**config.mk**
```make
export PLATFORM = sky130hd
export DESIGN_NAME = kernel_conv
export DESIGN_NICKNAME = d
export VERILOG_FILES = /design/src/rtl/kernel_conv.sv
export SDC_FILE = /design/constraint.sdc
export NUM_CORES = 2
export LEC_CHECK = 0
export CAP_MARGIN = 20
export CELL_PAD_IN_SITES_DETAIL_PLACEMENT = 2
export CELL_PAD_IN_SITES_GLOBAL_PLACEMENT = 2
export CORE_UTILIZATION = 40
export DETAILED_ROUTE_END_ITERATION = 10
export PLACE_DENSITY_LB_ADDON = 0.1
export SYNTH_ARGS = -nofsm -noshare
export SYNTH_HDL_FRONTEND = slang
export SYNTH_SLANG_ARGS = --single-unit
```
**constraint.sdc**
```tcl
create_clock -name clk -period 26.7 [get_ports clk]
set_clock_uncertainty 0.05 [all_clocks]
set_input_delay 2.67 -clock clk [delete_from_list [all_inputs] [get_ports clk]]
set_output_delay 2.67 -clock clk [all_outputs]
set_load 0.005 [all_outputs]
```
**src/rtl/kernel_conv.sv**
```systemverilog
// ---------------------------------------------------------------------------
// kernel_conv
//   Programmable KxK convolution stage that sits directly behind the row-buffer
//   kernel generator. It produces one filtered pixel per pixel beat and delays
//   dv/dtype/meta so they stay aligned with the filtered pixel.
//
//   Stream semantics: there is no ready. A beat is present whenever dvi=1, and
//   it is accepted unconditionally on that clk edge. Exactly 3 clocks later
//   the matching dvo/dtypeo/meta_datao (and, for pixel beats, datao) appear.
//
//   Ports
//     clk, reset    pixel clock, asynchronous active-high reset
//     dvi, dtypei   data valid / data type from the kernel stage
//     kernel_datai  KxK window, element (r,c) at [(r*K+c)*PIXEL_WIDTH +: PIXEL_WIDTH]
//     meta_datai    header/meta word, passed through unmodified
//     enable        0 = pass the centre pixel through unfiltered
//     coeffs        KxK signed coefficients, same packing as kernel_datai
//     shift         normalisation right shift applied after the accumulate
//     dvo, dtypeo, meta_datao   inputs delayed by 3 clocks
//     datao         filtered pixel, updated only on pixel beats
//
//   Build option
//     KERNEL_CONV_ABS_EN : output the magnitude of the shifted sum instead of
//                          clamping negative results to 0.
// ---------------------------------------------------------------------------
module kernel_conv #(
    parameter int KERNEL_SIZE = 3,
    parameter int PIXEL_WIDTH = 10,
    parameter int DATA_WIDTH  = 16,
    parameter int COEFF_WIDTH = 8,
    parameter int SHIFT_WIDTH = 4,
    parameter int DTYPE_WIDTH = 8,
    parameter logic [DTYPE_WIDTH-1:0] DTYPE_FRAME_START = DTYPE_WIDTH'(8'h01),
    parameter logic [DTYPE_WIDTH-1:0] DTYPE_PIXEL_MASK  = DTYPE_WIDTH'(8'h40)
) (
    input  logic                                        clk,
    input  logic                                        reset,
    input  logic                                        dvi,
    input  logic [DTYPE_WIDTH-1:0]                      dtypei,
    input  logic [KERNEL_SIZE*KERNEL_SIZE*PIXEL_WIDTH-1:0] kernel_datai,
    input  logic [DATA_WIDTH-1:0]                       meta_datai,
    input  logic                                        enable,
    input  logic [KERNEL_SIZE*KERNEL_SIZE*COEFF_WIDTH-1:0] coeffs,
    input  logic [SHIFT_WIDTH-1:0]                      shift,
    output logic                                        dvo,
    output logic [DTYPE_WIDTH-1:0]                      dtypeo,
    output logic [DATA_WIDTH-1:0]                       meta_datao,
    output logic [PIXEL_WIDTH-1:0]                      datao
);

    localparam int K      = KERNEL_SIZE;
    localparam int KK     = K * K;
    localparam int LOGK   = (K > 1) ? $clog2(K) : 1;
    localparam int PROD_W = PIXEL_WIDTH + COEFF_WIDTH + 1;
    localparam int ROW_W  = PROD_W + LOGK;
    localparam int TOT_W  = PROD_W + 2 * LOGK;
    localparam int CENTRE = (K / 2) * K + (K / 2);
    localparam logic signed [TOT_W-1:0] PIX_MAX = TOT_W'((1 << PIXEL_WIDTH) - 1);

    // Frame-level configuration, captured on FRAME_START beats.
    logic [KK*COEFF_WIDTH-1:0] cfg_coeffs;
    logic [SHIFT_WIDTH-1:0]    cfg_shift;
    logic                      cfg_enable;

    // Stage 1: products plus the config snapshot the beat entered with.
    logic                          s1_dv;
    logic [DTYPE_WIDTH-1:0]        s1_dtype;
    logic [DATA_WIDTH-1:0]         s1_meta;
    logic signed [PROD_W-1:0]      s1_prod [KK];
    logic [PIXEL_WIDTH-1:0]        s1_centre;
    logic [SHIFT_WIDTH-1:0]        s1_shift;
    logic                          s1_enable;

    // Stage 2: per-row partial sums.
    logic                          s2_dv;
    logic [DTYPE_WIDTH-1:0]        s2_dtype;
    logic [DATA_WIDTH-1:0]         s2_meta;
    logic signed [ROW_W-1:0]       s2_row [K];
    logic [PIXEL_WIDTH-1:0]        s2_centre;
    logic [SHIFT_WIDTH-1:0]        s2_shift;
    logic                          s2_enable;

    logic signed [PROD_W-1:0]      prod_c  [KK];
    logic signed [ROW_W-1:0]       row_c   [K];
    logic signed [TOT_W-1:0]       total_c;
    logic signed [TOT_W-1:0]       rnd_c;
    logic signed [TOT_W-1:0]       shifted_c;
    logic signed [TOT_W-1:0]       mag_c;
    logic [PIXEL_WIDTH-1:0]        clamp_c;
    logic [PIXEL_WIDTH-1:0]        filt_c;
    logic                          out_pix;

    // Pixels are zero-extended by one bit so the signed multiply treats them
    // as non-negative; operands are widened first so no product can overflow.
    always_comb begin
        for (int i = 0; i < KK; i++) begin
            prod_c[i] = PROD_W'($signed({1'b0, kernel_datai[i*PIXEL_WIDTH +: PIXEL_WIDTH]}))
                      * PROD_W'($signed(cfg_coeffs[i*COEFF_WIDTH +: COEFF_WIDTH]));
        end
    end

    always_comb begin
        for (int r = 0; r < K; r++) begin
            row_c[r] = '0;
            for (int c = 0; c < K; c++) begin
                row_c[r] = row_c[r] + ROW_W'(s1_prod[r*K+c]);
            end
        end
    end

    always_comb begin
        total_c = '0;
        for (int r = 0; r < K; r++) begin
            total_c = total_c + TOT_W'(s2_row[r]);
        end
        // Round half up before the arithmetic shift; no rounding when shift=0.
        rnd_c     = (s2_shift != '0) ? (TOT_W'(1) <<< (s2_shift - SHIFT_WIDTH'(1))) : '0;
        shifted_c = (total_c + rnd_c) >>> s2_shift;
`ifdef KERNEL_CONV_ABS_EN
        mag_c = shifted_c[TOT_W-1] ? -shifted_c : shifted_c;
`else
        mag_c = shifted_c;
`endif
        if (mag_c[TOT_W-1])
            clamp_c = '0;
        else if (mag_c > PIX_MAX)
            clamp_c = '1;
        else
            clamp_c = mag_c[PIXEL_WIDTH-1:0];
        filt_c  = s2_enable ? clamp_c : s2_centre;
        out_pix = s2_dv && ((s2_dtype & DTYPE_PIXEL_MASK) != '0);
    end

    always_ff @(posedge clk or posedge reset) begin
        if (reset) begin
            cfg_coeffs <= '0;
            cfg_shift  <= '0;
            cfg_enable <= 1'b0;
        end else if (dvi && dtypei == DTYPE_FRAME_START) begin
            cfg_coeffs <= coeffs;
            cfg_shift  <= shift;
            cfg_enable <= enable;
        end
    end

    always_ff @(posedge clk or posedge reset) begin
        if (reset) begin
            s1_dv     <= 1'b0;
            s1_dtype  <= '0;
            s1_meta   <= '0;
            s1_centre <= '0;
            s1_shift  <= '0;
            s1_enable <= 1'b0;
            for (int i = 0; i < KK; i++) s1_prod[i] <= '0;
            s2_dv     <= 1'b0;
            s2_dtype  <= '0;
            s2_meta   <= '0;
            s2_centre <= '0;
            s2_shift  <= '0;
            s2_enable <= 1'b0;
            for (int r = 0; r < K; r++) s2_row[r] <= '0;
            dvo        <= 1'b0;
            dtypeo     <= '0;
            meta_datao <= '0;
            datao      <= '0;
        end else begin
            s1_dv     <= dvi;
            s1_dtype  <= dtypei;
            s1_meta   <= meta_datai;
            s1_centre <= kernel_datai[CENTRE*PIXEL_WIDTH +: PIXEL_WIDTH];
            s1_shift  <= cfg_shift;
            s1_enable <= cfg_enable;
            for (int i = 0; i < KK; i++) s1_prod[i] <= prod_c[i];
            s2_dv     <= s1_dv;
            s2_dtype  <= s1_dtype;
            s2_meta   <= s1_meta;
            s2_centre <= s1_centre;
            s2_shift  <= s1_shift;
            s2_enable <= s1_enable;
            for (int r = 0; r < K; r++) s2_row[r] <= row_c[r];
            dvo        <= s2_dv;
            dtypeo     <= s2_dtype;
            meta_datao <= s2_meta;
            if (out_pix) datao <= filt_c;
        end
    end

endmodule

```
==> results.py <==
metrics = {
    "run_status": {
        "status": "complete, no violations",
    },
    "synthesis": {
        "synth_area_um2": 42500,
        "synth_ff_type": "dfrtp_1",
        "post_synth_num_cell_types": 92,
        "yosysSeqAreaShare": 0.251,
        "yosys_register_bits": 426,
        "synth_warnings": 0,
        "synthArstFlopShare": 1.00,
        "syn_nets": 5459,
        "synth_area_per_cell_um2": 10.1,
        "synth_edf_count": 0,
        "synth_cells": 4219,
    },
    "cts": {
        "post-cts-setup-buffer-count": 0,
        "ctsRootBufferMaster": "clkbuf_16",
        "cts_tree": "yes",
        "ctsResizeCount": 0,
        "cts.sinks": 426,
        "clkTransAtPathRegs_ns": 0.06,
        "clk_latency_ns": 0.64,
        "cts.hold.buffers_added": 0,
        "cts.htree.levels": 2,
        "numCtsBuffers": 54,
        "clock_path_buffers": 3,
    },
    "power_and_ir_drop": {
        "p_leak_nw": 24.9,
        "vdd_ir_drop_max_mv": 0.0588,
        "powerDensity_nw_per_um2": 60.2,
        "p_total_mw": 2.90,
    },
    "floorplanning": {
        "start_util": 0.404,
        "std_cell_rows": 119,
        "die_h_um": 328,
        "design.core.area_um2": 105000,
        "die_width_um": 328,
        "die_area_um2": 108000,
        "pin_count": 229,
    },
    "timing": {
        "rsz0062_at_grt": "no",
        "fin_setup_tns_ns": 0,
        "final_hold_viol_count": 0,
        "final-setup-viol-count": 0,
        "slew_viol_final": 0,
        "slew_headroom": 0.372,
        "fmax_mhz": 128,
        "hold_slack_ns": 0.291,
        "min_period_ns": 7.79,
        "worst_slew_pin_slew_ns": 0.942,
        "fin_crit_sh": 0.292,
    },
    "worst_setup_path": {
        "reg2regPathDepth": 18,
        "cp.required_ns": 27.17,
        "critical_path_class": "input port to flip-flop",
        "cp_data_arrival_time_ns": 8.26,
        "critPathMaxFanout": 8,
        "critical_path.startpoint_type": "input port",
        "endpoint_kind": "flip-flop",
    },
    "placed_design": {
        "dp_cells": 5754,
        "gp_congestion": 0.828,
        "hpwl_um": 94100,
        "io_buffers": 228,
        "placed_area_um2": 46200,
    },
    "min_path": {
        "min_path_cells": 0,
        "hold_class": "flip-flop to flip-flop",
    },
    "layout": {
        "fillers": 11027,
        "n_antenna_cell": 0,
        "drive_gt1_frac": 0.0502,
        "synthToLayoutAreaGrowth_pct": 13.1,
        "finalInstanceArea_um2": 48100,
        "fin_cells": 5854,
        "regArea_um2": 10700,
        "multi_input_comb_area_um2": 28400,
        "nets": 5659,
    },
    "route": {
        "first_pass_iters": 5,
        "vias_per_cell": 4.99,
        "wire_per_inst_um": 19.8,
        "drtIter0Drc": 885,
        "vias": 29228,
        "drc": 0,
        "drt-total-wl_um": 116000,
        "ant_nets": 0,
    },
    "flow_run": {
        "cap_violations": 0,
    },
    "global_route": {
        "antenna_found_initial": 0,
        "grt_overflow": 0,
        "grt_pass1_wl_um": 189000,
        "grt_max_degree": 157,
        "grt_usage": 0.224,
        "grt_pass1_vias": 34103,
    },
}
## stage by stage
stage | worst slack, ns | util
global route | 18.51 | 0.457
CTS | 18.92 | 0.457
floorplan | 12.12 | -
finish | 18.91 | 0.457
global placement | 18.64 | 0.439
detailed placement | 18.34 | 0.439
## final timing paths
check	from	end	slack, ns
worst max-delay path	kernel_datai[72]	s1_prod[37]$_DFF_PP0_	18.91
worst min-delay path	s2_meta[14]$_DFF_PP0_	meta_datao[14]$_DFF_PP0_	0.29
worst max register to register	s2_shift[1]$_DFF_PP0_	datao[5]$_DFFE_PP0P_	20.33
worst min register to register	s2_meta[14]$_DFF_PP0_	meta_datao[14]$_DFF_PP0_	0.29
max in group asynchronous	reset	cfg_coeffs[13]$_DFFE_PP0P_	21.95
min in group asynchronous	reset	s2_meta[1]$_DFF_PP0_	2.47
## cell usage in the layout (no fill, tap or decap), types with 27 or more instances in the layout
cell type,n
a21boi_0,33
a21o_1,47
a21oi_1,131
and2_1,418
clkbuf_16,55
clkdlybuf4s50_1,228
dfrtp_1,426
fa_1,538
ha_1,508
inv_1,799
mux2_2,86
nand2_1,349
nand2b_1,72
nor2_1,162
o21ai_0,143
xnor2_1,115
xor2_1,27
## synthesized netlist by cell type (12+ instances only)
| master | count | area, um2 |
|---|---|---|
| inv_1 | 800 | 3000 |
| fa_1 | 538 | 10800 |
| ha_1 | 508 | 6360 |
| dfrtp_1 | 426 | 10700 |
| and2_1 | 418 | 2620 |
| nand2_1 | 349 | 1310 |
| nor2_1 | 162 | 608 |
| o21ai_0 | 143 | 716 |
| a21oi_1 | 131 | 656 |
| xnor2_1 | 115 | 1010 |
| mux2_2 | 86 | 968 |
| clkbuf_1 | 80 | 300 |
| nand2b_1 | 72 | 450 |
| a21o_1 | 47 | 353 |
| a21boi_0 | 33 | 248 |
| xor2_1 | 27 | 236 |
| mux2i_1 | 26 | 260 |
| nor3_1 | 26 | 130 |
| nand3_1 | 22 | 110 |
| nor2b_1 | 18 | 113 |
| or3_1 | 16 | 100 |
| a211oi_1 | 15 | 113 |
| o21a_1 | 12 | 90.1 |
## flip-flops by register name (all words and copies together) (netlist names)
name and count:
cfg_coeffs 72, s2_dv 1, datao 10, s1_meta 16, s1_centre 10, s1_shift 4
cfg_shift 4, s2_centre 10, dvo 1, s1_prod 171, s2_enable 1, meta_datao 16
s2_row 63, s2_shift 4, s1_dtype 8, dtypeo 8, s1_enable 1, s2_dtype 8
s2_meta 16, cfg_enable 1, s1_dv 1
## final cells by class
type / instances / share of cell area
clock buffers: 70 / 0.0313
clock inverters: 30 / 0.00786
inverters: 801 / 0.0627
multi-input cells: 2896 / 0.591
flip-flops and latches: 426 / 0.222
well taps: 1391 / 0.0362
repair buffers: 240 / 0.0496
## power by group
| group | internal [mW] | switching, mW | leakage, nW |
|---|---|---|---|
| Combinational | 0.539 | 0.768 | 18.4 |
| Clock | 0.467 | 0.321 | 0.921 |
| Sequential | 0.726 | 0.0757 | 5.57 |
## layer usage
layer | vias up | share of wire | global-route usage
met2 | 283 | 0.51 | 0.400
met5 | - | 0 | 0
met3 | 103 | 0.020 | 0.0181
li1 | 13616 | - | -
met4 | 0 | 0.017 | 0.0449
met1 | 15226 | 0.45 | 0.295
## cell families after synthesis
group                      count (synthesis)  share of synthesized area
adders and majority gates               1046                      0.403
muxes                                    115                     0.0306
AOI/OAI and AO/OA                        465                     0.0691
buffers and inverters                    897                     0.0809
and+or+nand+nor                         1127                      0.136
xor gates and xnor gates                 142                     0.0293
DFF                                      426                      0.251
other                                      1                  0.0000882
## critical path: stages
cell and delay (ns):
clkdlybuf4s50_1 0.56, and2_1 0.25, fa_1 0.39, inv_1 0.07
fa_1 0.45, fa_1 0.53, fa_1 0.50, inv_1 0.04
ha_1 0.31, nor2b_1 0.15, o21ai_0 0.27, a21boi_0 0.19
o21ai_0 0.30, a21boi_0 0.18, o21ai_0 0.27, a21boi_0 0.17
o21ai_0 0.25, a21oi_1 0.14, o21ai_0 0.26, mux2i_1 0.24
nor2_1 0.06
No activity file was read; power rests on OpenSTA's default activity.
